File: config.mk
export PLATFORM = sky130hd
export DESIGN_NAME = sha3_padder
export DESIGN_NICKNAME = d
export VERILOG_FILES = /design/src/rtl/sha3_pkg.sv /design/src/rtl/sha3_pad_word.sv /design/src/rtl/sha3_padder.sv
export SDC_FILE = /design/constraint.sdc
export NUM_CORES = 2
export LEC_CHECK = 0
export ABC_AREA = 1
export BUFFER_PORTS_ARGS = -buffer_cell sky130_fd_sc_hd__buf_2
export CORE_AREA = 2 2 450 452
export CTS_CLUSTER_DIAMETER = 200
export DETAILED_ROUTE_END_ITERATION = 12
export DIE_AREA = 0 0 452 454
export GPL_TIMING_DRIVEN = 0
export PLACE_DENSITY = 0.42
export SYNTH_ARGS = -nofsm -noshare
export SYNTH_HDL_FRONTEND = slang
export SYNTH_SLANG_ARGS = --single-unit
File: constraint.sdc
create_clock -name clk -period 3.8 [get_ports clk]
set_clock_uncertainty 0.2 [all_clocks]
set_input_delay 0.57 -clock clk [delete_from_list [all_inputs] [get_ports clk]]
set_output_delay 0.57 -clock clk [all_outputs]
set_load 0.01 [all_outputs]
File: src/rtl/sha3_pkg.sv
// Shared constants and state encoding for the SHA3-256 rate-block padder.
package sha3_pkg;

    localparam int RATE_BITS  = 1088;
    localparam int RATE_BYTES = 136;
    localparam int RATE_WORDS = 17;

    localparam logic [7:0] PAD_DOMAIN = 8'h06;
    localparam logic [7:0] PAD_FINAL  = 8'h80;

    typedef enum logic [1:0] {
        FILL = 2'd0,
        SEND = 2'd1,
        PADX = 2'd2
    } pad_state_t;

endpackage

File: src/rtl/sha3_pad_word.sv
// Masks the final message word to its valid bytes and inserts the domain pad byte.
module sha3_pad_word
    import sha3_pkg::*;
(
    input  logic [63:0] din,
    input  logic [3:0]  din_bytes,
    output logic [63:0] word,
    output logic        full
);

    logic [3:0] nbytes;

    // NOTE: every output is given a default before any condition, so no latch is inferred.
    always_comb begin
        nbytes = (din_bytes > 4'd8) ? 4'd8 : din_bytes;
        full   = (nbytes == 4'd8);
        word   = '0;
        for (int j = 0; j < 8; j++) begin
            if (j < int'(nbytes)) begin
                word[8*j +: 8] = din[8*j +: 8];
            end else if (j == int'(nbytes)) begin
                word[8*j +: 8] = PAD_DOMAIN;
            end
        end
    end

endmodule

File: src/rtl/sha3_padder.sv
// Packs 64-bit message words into 1088-bit rate blocks and applies SHA3 pad10*1.
module sha3_padder
    import sha3_pkg::*;
(
    input  logic                 clk,
    input  logic                 rst_n,
    input  logic [63:0]          din,
    input  logic                 din_valid,
    input  logic                 din_last,
    input  logic [3:0]           din_bytes,
    output logic                 din_ready,
    output logic [RATE_BITS-1:0] in,
    output logic                 in_valid,
    output logic                 more,
    input  logic                 hash_next
);

    localparam logic [4:0] LAST_SLOT = 5'(RATE_WORDS - 1);

    pad_state_t           state, state_nxt;
    logic [4:0]           word_cnt, cnt_nxt;
    logic [RATE_BITS-1:0] buffer, buf_nxt;
    logic                 more_nxt;
    logic                 pend, pend_nxt;
    logic [63:0]          pad_word;
    logic                 pad_full;
    logic                 accept;

    sha3_pad_word u_pad_word (
        .din       (din),
        .din_bytes (din_bytes),
        .word      (pad_word),
        .full      (pad_full)
    );

    assign din_ready = rst_n && (state == FILL);
    assign accept    = din_valid && din_ready;
    assign in        = buffer;
    assign in_valid  = (state == SEND);

    always_comb begin
        state_nxt = state;
        cnt_nxt   = word_cnt;
        buf_nxt   = buffer;
        more_nxt  = more;
        pend_nxt  = pend;
        case (state)
            FILL: begin
                if (accept) begin
                    if (!din_last) begin
                        buf_nxt[{word_cnt, 6'd0} +: 64] = din;
                        if (word_cnt == LAST_SLOT) begin
                            state_nxt = SEND;
                            more_nxt  = 1'b1;
                            cnt_nxt   = '0;
                        end else begin
                            cnt_nxt = word_cnt + 5'd1;
                        end
                    end else if (pad_full && word_cnt == LAST_SLOT) begin
                        // Block is exactly full: ship it as-is, padding goes in its own block.
                        buf_nxt[{word_cnt, 6'd0} +: 64] = din;
                        state_nxt = SEND;
                        more_nxt  = 1'b1;
                        pend_nxt  = 1'b1;
                        cnt_nxt   = '0;
                    end else begin
                        buf_nxt[{word_cnt, 6'd0} +: 64] = pad_word;
                        if (pad_full) begin
                            buf_nxt[{word_cnt + 5'd1, 6'd0} +: 8] = PAD_DOMAIN;
                        end
                        buf_nxt[RATE_BITS-1 -: 8] = buf_nxt[RATE_BITS-1 -: 8] | PAD_FINAL;
                        state_nxt = SEND;
                        more_nxt  = 1'b0;
                        cnt_nxt   = '0;
                    end
                end
            end
            SEND: begin
                if (hash_next) begin
                    buf_nxt   = '0;
                    more_nxt  = 1'b0;
                    pend_nxt  = 1'b0;
                    state_nxt = pend ? PADX : FILL;
                end
            end
            PADX: begin
                buf_nxt                   = '0;
                buf_nxt[7:0]              = PAD_DOMAIN;
                buf_nxt[RATE_BITS-1 -: 8] = PAD_FINAL;
                more_nxt                  = 1'b0;
                state_nxt                 = SEND;
            end
            default: begin
                state_nxt = FILL;
            end
        endcase
    end

    // NOTE: state uses non-blocking assignments; the wide buffer is reset too, since unwritten slots must read as zero.
    always_ff @(posedge clk) begin
        if (!rst_n) begin
            state    <= FILL;
            word_cnt <= '0;
            buffer   <= '0;
            more     <= 1'b0;
            pend     <= 1'b0;
        end else begin
            state    <= state_nxt;
            word_cnt <= cnt_nxt;
            buffer   <= buf_nxt;
            more     <= more_nxt;
            pend     <= pend_nxt;
        end
    end

endmodule
[Yosys cells after proc, flatten, opt, wreduce, memory -nomap -nowiden]
Cells that the tools add are included.
Storage, ports and cells
  input port bits: 73
  memories: 0
  memory bits (writable): 0
  memory bits (read-only): 0
  latch bits: 0
  register bits: 1097
  output and inout bits: 1091
Operators by class
  magnitude comparators: 9
  shift operators: 5
  bitwise operators: 0
  multiplexer cells: 44
  equal/unequal tests: 16
  multiply operators: 0
  add/subtract/negate cells: 3
  reduce and logical (&&, ||, !) cells: 12
  div/mod/pow operators: 0
Operators by type and width (number)
  1088-bit 2-to-1 mux: 4
  1088-bit bitwise mux: 3
  1088-bit case mux with 3 select lines: 1
  64-bit by 13-bit variable part select with 1088-bit output: 2
  64-bit by 13-bit variable shift with 1088-bit output, first input constant: 1
  8-bit by 13-bit variable shift with 1088-bit output, first input constant: 1
  8-bit by 13-bit variable part select with 1088-bit output, first input constant: 1
  1087-bit 2-to-1 mux: 1
  8-bit 2-to-1 mux: 8
  11-bit negation with 13-bit output: 2
  3-bit 2-to-1 mux: 8
  4-bit == test, first input constant: 4
  3-bit by 4-bit < comparator with 1-bit output, first input constant: 4
  2-bit 2-to-1 mux: 5
  5-bit 2-to-1 mux: 2
  3-bit by 4-bit == test with 1-bit output, first input constant: 2
  1-bit by 4-bit < comparator with 1-bit output, first input constant: 2
  2-bit by 4-bit < comparator with 1-bit output, first input constant: 2
  1-bit 2-to-1 mux: 8
  2-bit case mux with 3 select lines: 1
  3-bit AND reduction: 2
  5-bit by 1-bit adder with 5-bit output, second input constant: 1
  5-bit == test, second input constant: 1
  5-bit AND reduction: 1
  other kinds (18): 22

[Depth between registers and ports, before layout]
  depth after elaboration: 13
  gate-level depth with buffers: 20
  mapped depth without buffers: 18

[By module]
A second synthesis with hierarchy kept.
Unflattened totals
  cell total of the unflattened synthesis: 6940
  area total of the unflattened synthesis: 49192.2 sq um
Modules (own cells, without submodules)
  sha3_padder: area each 48536.6 sq um, times used 1, cells an instance 6786
  sha3_pad_word: area each 655.6 sq um, times used 1, cells an instance 154

[Worst setup path after synthesis]
OpenSTA, ideal clock, no wires.
  kind: register -> register
  start: register word_cnt[0]
  end: register buffer[848] (netlist: in[848])
  path buffers: 3
  path slack: 0.872 ns
  arrival: 2.596 ns
  data required time: 3.468 ns
  period minus slack after synthesis: 2.928 ns
  cell stages (with the launch flop): 19
  cells stage by stage: dfxtp_1 > buf_4 > inv_4 > ha_1 > nand2_1 > nor2_1 > ha_1 > nand2_1 > inv_1 > nor2_1 > buf_2 > nand2_2 > nor2_2 > nand2_1 > inv_2 > buf_2 > nand2_1 > o2111ai_1 > a21oi_1
Between the ends
  cells in the longest elaborated chain, start to end: 9
  elaborated cells on any way between the ends: 18
  those cells by class: 3 x add/sub; 1 x eq/ne; 5 x shift; 8 x mux; 1 x reduce/logical
RTL lines
  from (decl): RTL line sha3_padder.sv:21  | logic [4:0] word_cnt, cnt_nxt;
  from (signal assigned): RTL line sha3_padder.sv:109  | word_cnt <= cnt_nxt;
  5-bit by 1-bit adder with 5-bit output / 11-bit negation with 13-bit output (equally long branches)
  11-bit negation with 13-bit output, or another cell as far along: RTL line sha3_padder.sv:69  | buf_nxt[{word_cnt + 5'd1, 6'd0} +: 8] = PAD_DOMAIN;
  8-bit by 13-bit variable part select with 1088-bit output, or another cell as far along: RTL line sha3_padder.sv:69
  1088-bit bitwise mux: RTL line sha3_padder.sv:69
  1087-bit 2-to-1 mux: RTL line sha3_padder.sv:68  | if (pad_full) begin
  1088-bit 2-to-1 mux: RTL line sha3_padder.sv:59  | end else if (pad_full && word_cnt == LAST_SLOT) begin
  1088-bit 2-to-1 mux *: RTL line sha3_padder.sv:50  | if (!din_last) begin
  1088-bit 2-to-1 mux *: RTL line sha3_padder.sv:49  | if (accept) begin
  1088-bit case mux with 3 select lines *: RTL line sha3_padder.sv:47  | case (state)
  to (signal assigned): RTL line sha3_padder.sv:110  | buffer <= buf_nxt;
  to (decl): RTL line sha3_padder.sv:22  | logic [RATE_BITS-1:0] buffer, buf_nxt;
Every way passes the cells marked *; elsewhere a longest branch is shown, timed or not. The select of a mux whose other input is x is not followed.
A chain may end at the register's enable or synchronous reset.

[Worst setup path after layout]
  start: input din[5]
  end: register buffer[645] (netlist: in[645])
Between the ends
  cells in the longest elaborated chain, start to end: 9
  elaborated cells on any way between the ends: 11
  those cells by class: 2 x shift; 9 x mux
RTL lines
  from (decl): RTL line sha3_padder.sv:7  | input logic [63:0] din,
  8-bit 2-to-1 mux: RTL line sha3_pad_word.sv:19  | if (j < int'(nbytes)) begin
  64-bit by 13-bit variable part select with 1088-bit output: RTL line sha3_padder.sv:67  | buf_nxt[{word_cnt, 6'd0} +: 64] = pad_word;
  1088-bit bitwise mux: RTL line sha3_padder.sv:67
  1088-bit bitwise mux: RTL line sha3_padder.sv:69
  1087-bit 2-to-1 mux: RTL line sha3_padder.sv:68
  1088-bit 2-to-1 mux: RTL line sha3_padder.sv:59
  1088-bit 2-to-1 mux *: RTL line sha3_padder.sv:50
  1088-bit 2-to-1 mux *: RTL line sha3_padder.sv:49
  1088-bit case mux with 3 select lines *: RTL line sha3_padder.sv:47
Marks and branches as above.

==> flow_metrics.py <==
metrics = {
    "clocking": {
        "ctsHtreeMaxLevel": 4,
        "clk_latency_ns": 0.88,
        "cts-buffers-inserted": 135,
        "cts_tree": "yes",
        "clock_path_buffers": 3,
        "root_buffer": "clkbuf_16",
        "clk_pin_slew_ns": 0.06,
        "cts.sinks": 1097,
    },
    "setup_path": {
        "critPathMaxFanout": 8,
        "r2r_setup_slack_ns": -0.23,
        "path_cells": "clkbuf_1, inv_1, nor2_1, inv_1, o21ai_0, nand4_1, a21oi_1",
        "crit_family": "buffers and inverters",
        "start_kind": "primary input",
        "critPathMaxStageDelay_ns": 1.15,
        "crit_buf_inv": 3,
        "worstReg2RegEnd": "in[662]",
        "cp_num_cells": 7,
        "worstPathRequired_ns": 4.38,
        "endpoint": "in[645]",
        "critPathSlowestCell": "clkbuf_1",
        "crit_arrival_ns": 4.72,
        "endpoint_kind": "register",
        "crit_type": "primary input to register",
        "reg2regPathDepth": 16,
        "path_common_cell": "inv_1",
        "r2r-start": "word_cnt[0]",
        "startpoint": "din[5]",
    },
    "timing": {
        "rsz0062_at_grt": "yes",
        "period_needed_ns": 4.14,
        "finalSetupViolations": 361,
        "relSlewSlack": -0.188,
        "tightestPinTransition_ns": 1.78,
        "finalMaxSlewViolations": 99,
        "timing.final.ws_setup_ns": -0.341,
        "timing.hold.ws_ns": 0.0421,
        "hold_viol_final": 0,
        "period_share": 1.09,
        "fmax_ghz": 0.241,
    },
    "global_routing": {
        "grt_pass1_vias": 65600,
        "grt-ovfl-total": 0,
        "grt_max_degree": 20,
        "grt_pass1_wl_um": 720000,
        "grt_usage": 0.544,
        "antenna_found_initial": 139,
    },
    "power_and_ir_drop": {
        "leakagePower_nw": 28.8,
        "clkPwrFrac": 0.329,
        "ir_drop_uv": 567,
        "comb_power_share": 0.396,
        "switching_power_w": 0.0208,
        "power_w": 0.0430,
        "seq_power_share": 0.274,
        "switching_share": 0.482,
        "power_density_nw_per_um2": 613,
        "internal-power_w": 0.0223,
    },
    "placement": {
        "place.gp.congestion": 1.11,
        "port_buffers": 1156,
        "dp_hpwl_um": 468000,
        "dpl-instance-area_sq_um": 61900,
    },
    "synthesis": {
        "ys_seq_area_frac": 0.422,
        "yosys_register_bits": 1097,
        "synth-edff-count": 0,
        "yosysUniqueCellTypes": 59,
        "synthFlopType": "dfxtp_1",
        "ys_warn_count": 0,
        "avgSynthCellArea_sq_um": 6.82,
        "netlist_instances": 7629,
        "syn_nets": 7713,
        "synthesis.area_sq_um": 52000,
        "postSynth.asyncResetShare": 0,
    },
    "status": {
        "status": "finished with violations",
        "violations": "max-capacitance violations, max-slew violations, negative setup slack",
    },
    "finish": {
        "fin_area_sq_um": 70200,
        "nNetsFinal": 9179,
        "drive_gt1_frac": 0.252,
        "final_util": 0.349,
        "syn2layout_area_growth_pct": 34.9,
    },
    "detailed_routing": {
        "routed_via_density": 6.27,
        "drt_iter0_drc": 12800,
        "num_vias": 75000,
        "wl_um": 585000,
        "antenna_left": 0,
        "dr.pass1.iters": 7,
        "drc": 0,
        "post_drt_wl_per_cell_um": 48.9,
    },
    "floorplan": {
        "initial_core_util": 0.259,
        "die_x_um": 452,
        "die_area_sq_um": 205000,
        "rows": 165,
        "io_pins": 1164,
        "core-area_sq_um": 201000,
        "die_height_um": 454,
    },
    "flow_run": {
        "cap_violations": 12,
    },
    "min_path": {
        "worstHoldPathType": "primary input to register",
    },
}
-- worst reg2reg max path: stages, from the launching register on --
cell      delay [ns]
dfxtp_2         0.36
buf_6           0.18
inv_12          0.09
ha_4            0.16
nand2_1         0.09
nor2_2          0.17
ha_4            0.18
nand2_1         0.07
inv_2           0.12
nor2_4          0.06
inv_4           0.13
nand2_2         0.12
nor2_4          0.16
buf_12          0.13
nand2_8         0.10
o211ai_1        1.31
a21oi_1         0.21
-- flip-flops by register name, indices dropped and copies added, names as in the netlist --
name,cells
in,1088
more,1
pend,1
state,2
word_cnt,5
-- power groups by stage --
| stage | clock, W | sequential, W | combinational [W] |
|---|---|---|---|
| detailed placement | 0 | 0.0121 | 0.0146 |
| global placement | 0 | 0.0121 | 0.0145 |
| floorplan | 0 | 0.0121 | 0.00485 |
| CTS | 0.0140 | 0.0118 | 0.0155 |
| finish | 0.0142 | 0.0118 | 0.0171 |
| global route | 0.0145 | 0.0118 | 0.0160 |
-- cells in the mapped netlist (12+ instances only) --
cell	instances	area, sq um
o21ai_1	56	280
nand4_1	90	563
o22ai_1	38	238
a31oi_1	19	119
dfxtp_1	1097	22000
nand2_2	19	119
nor2_2	33	206
nor4_1	33	206
o2111ai_1	64	561
nand3_1	408	2040
o21ai_0	641	3210
buf_1	53	199
o31ai_1	20	150
inv_1	311	1170
a21oi_1	1071	5360
nor3_1	151	756
a211oi_1	12	90.1
inv_2	42	158
or2_2	12	75.1
buf_4	23	173
clkbuf_1	284	1070
nor2_1	659	2470
o211ai_1	69	518
nor2_4	27	304
nand2_1	2060	7730
a22oi_1	29	218
buf_2	195	976
-- final cells by class --
cell class,instances,area [sq um]
multi-input combinational,5605,27700
inverter,367,1480
timing repair buffer,1330,7660
fill,22000,131000
buffer,559,3200
tap,2672,3340
sequential,1097,22000
clock inverter,53,751
clock buffer,193,3880
antenna,87,218
-- layer usage --
metal / up-vias / wire length [um] / global-route usage / part of all wire
li1: 28700 / - / - / -
met5: - / 613 / 0.00373 / 0.0010
met4: 53 / 65000 / 0.499 / 0.11
met1: 37000 / 214000 / 0.641 / 0.37
met3: 2183 / 72700 / 0.204 / 0.12
met2: 7043 / 232000 / 0.760 / 0.40
-- cell usage in the layout (no fill, tap or decap), types with 176 or more instances in the layout --
cell	synthesis	layout
nor2_1	659	589
nand3_1	408	398
a21oi_1	1071	1061
buf_2	195	1302
dfxtp_1	1097	1095
clkbuf_1	284	186
o21ai_0	641	611
inv_1	311	298
buf_4	23	176
nand2_1	2060	2016
-- worst min-delay path by stage --
stage	start	to	slack, ns	depth (start not counted)
after floorplan	in[783]	in[783]	0.27	2
after global placement	in[799]	in[799]	0.24	2
after detailed placement	in[783]	in[783]	0.24	2
after CTS	din[16]	in[1040]	0.0002	3
after global routing	din[30]	in[1054]	0.03	3
final	din[16]	in[1040]	0.04	3
-- kinds of logic (layout without fill, tap and decap cells) --
| kind of cell | after synthesis | in the layout | synth area share |
|---|---|---|---|
| adder cells (fa/ha/maj) | 11 | 11 | 0.00264 |
| other | 0 | 87 | 0 |
| AND/OR/NAND/NOR | 3531 | 3531 | 0.288 |
| AO/OA/AOI/OAI | 2063 | 2063 | 0.214 |
| flip-flops | 1097 | 1097 | 0.422 |
| buffers and inverters | 927 | 2502 | 0.0738 |
-- timing repair --
action                                  CTS  global route
resized for setup                       553           168
endpoints found under the hold margin    32             0
setup endpoints to repair              1090           375
buffers inserted                         99            17
hold buffers                             22             0
pin swaps                                49            16
-- stage by stage --
stage	cells	setup slack [ns]	setup TNS, ns
after floorplan	7629	0.872	0
after global placement	11500	-2.72	-1376.88
after detailed placement	11500	-2.54	-1238.61
after CTS	11900	0.000349	0
after global routing	11900	-0.0147	-0.0890
final	12000	-0.341	-22.75
Power figures use the tool's default switching activity.
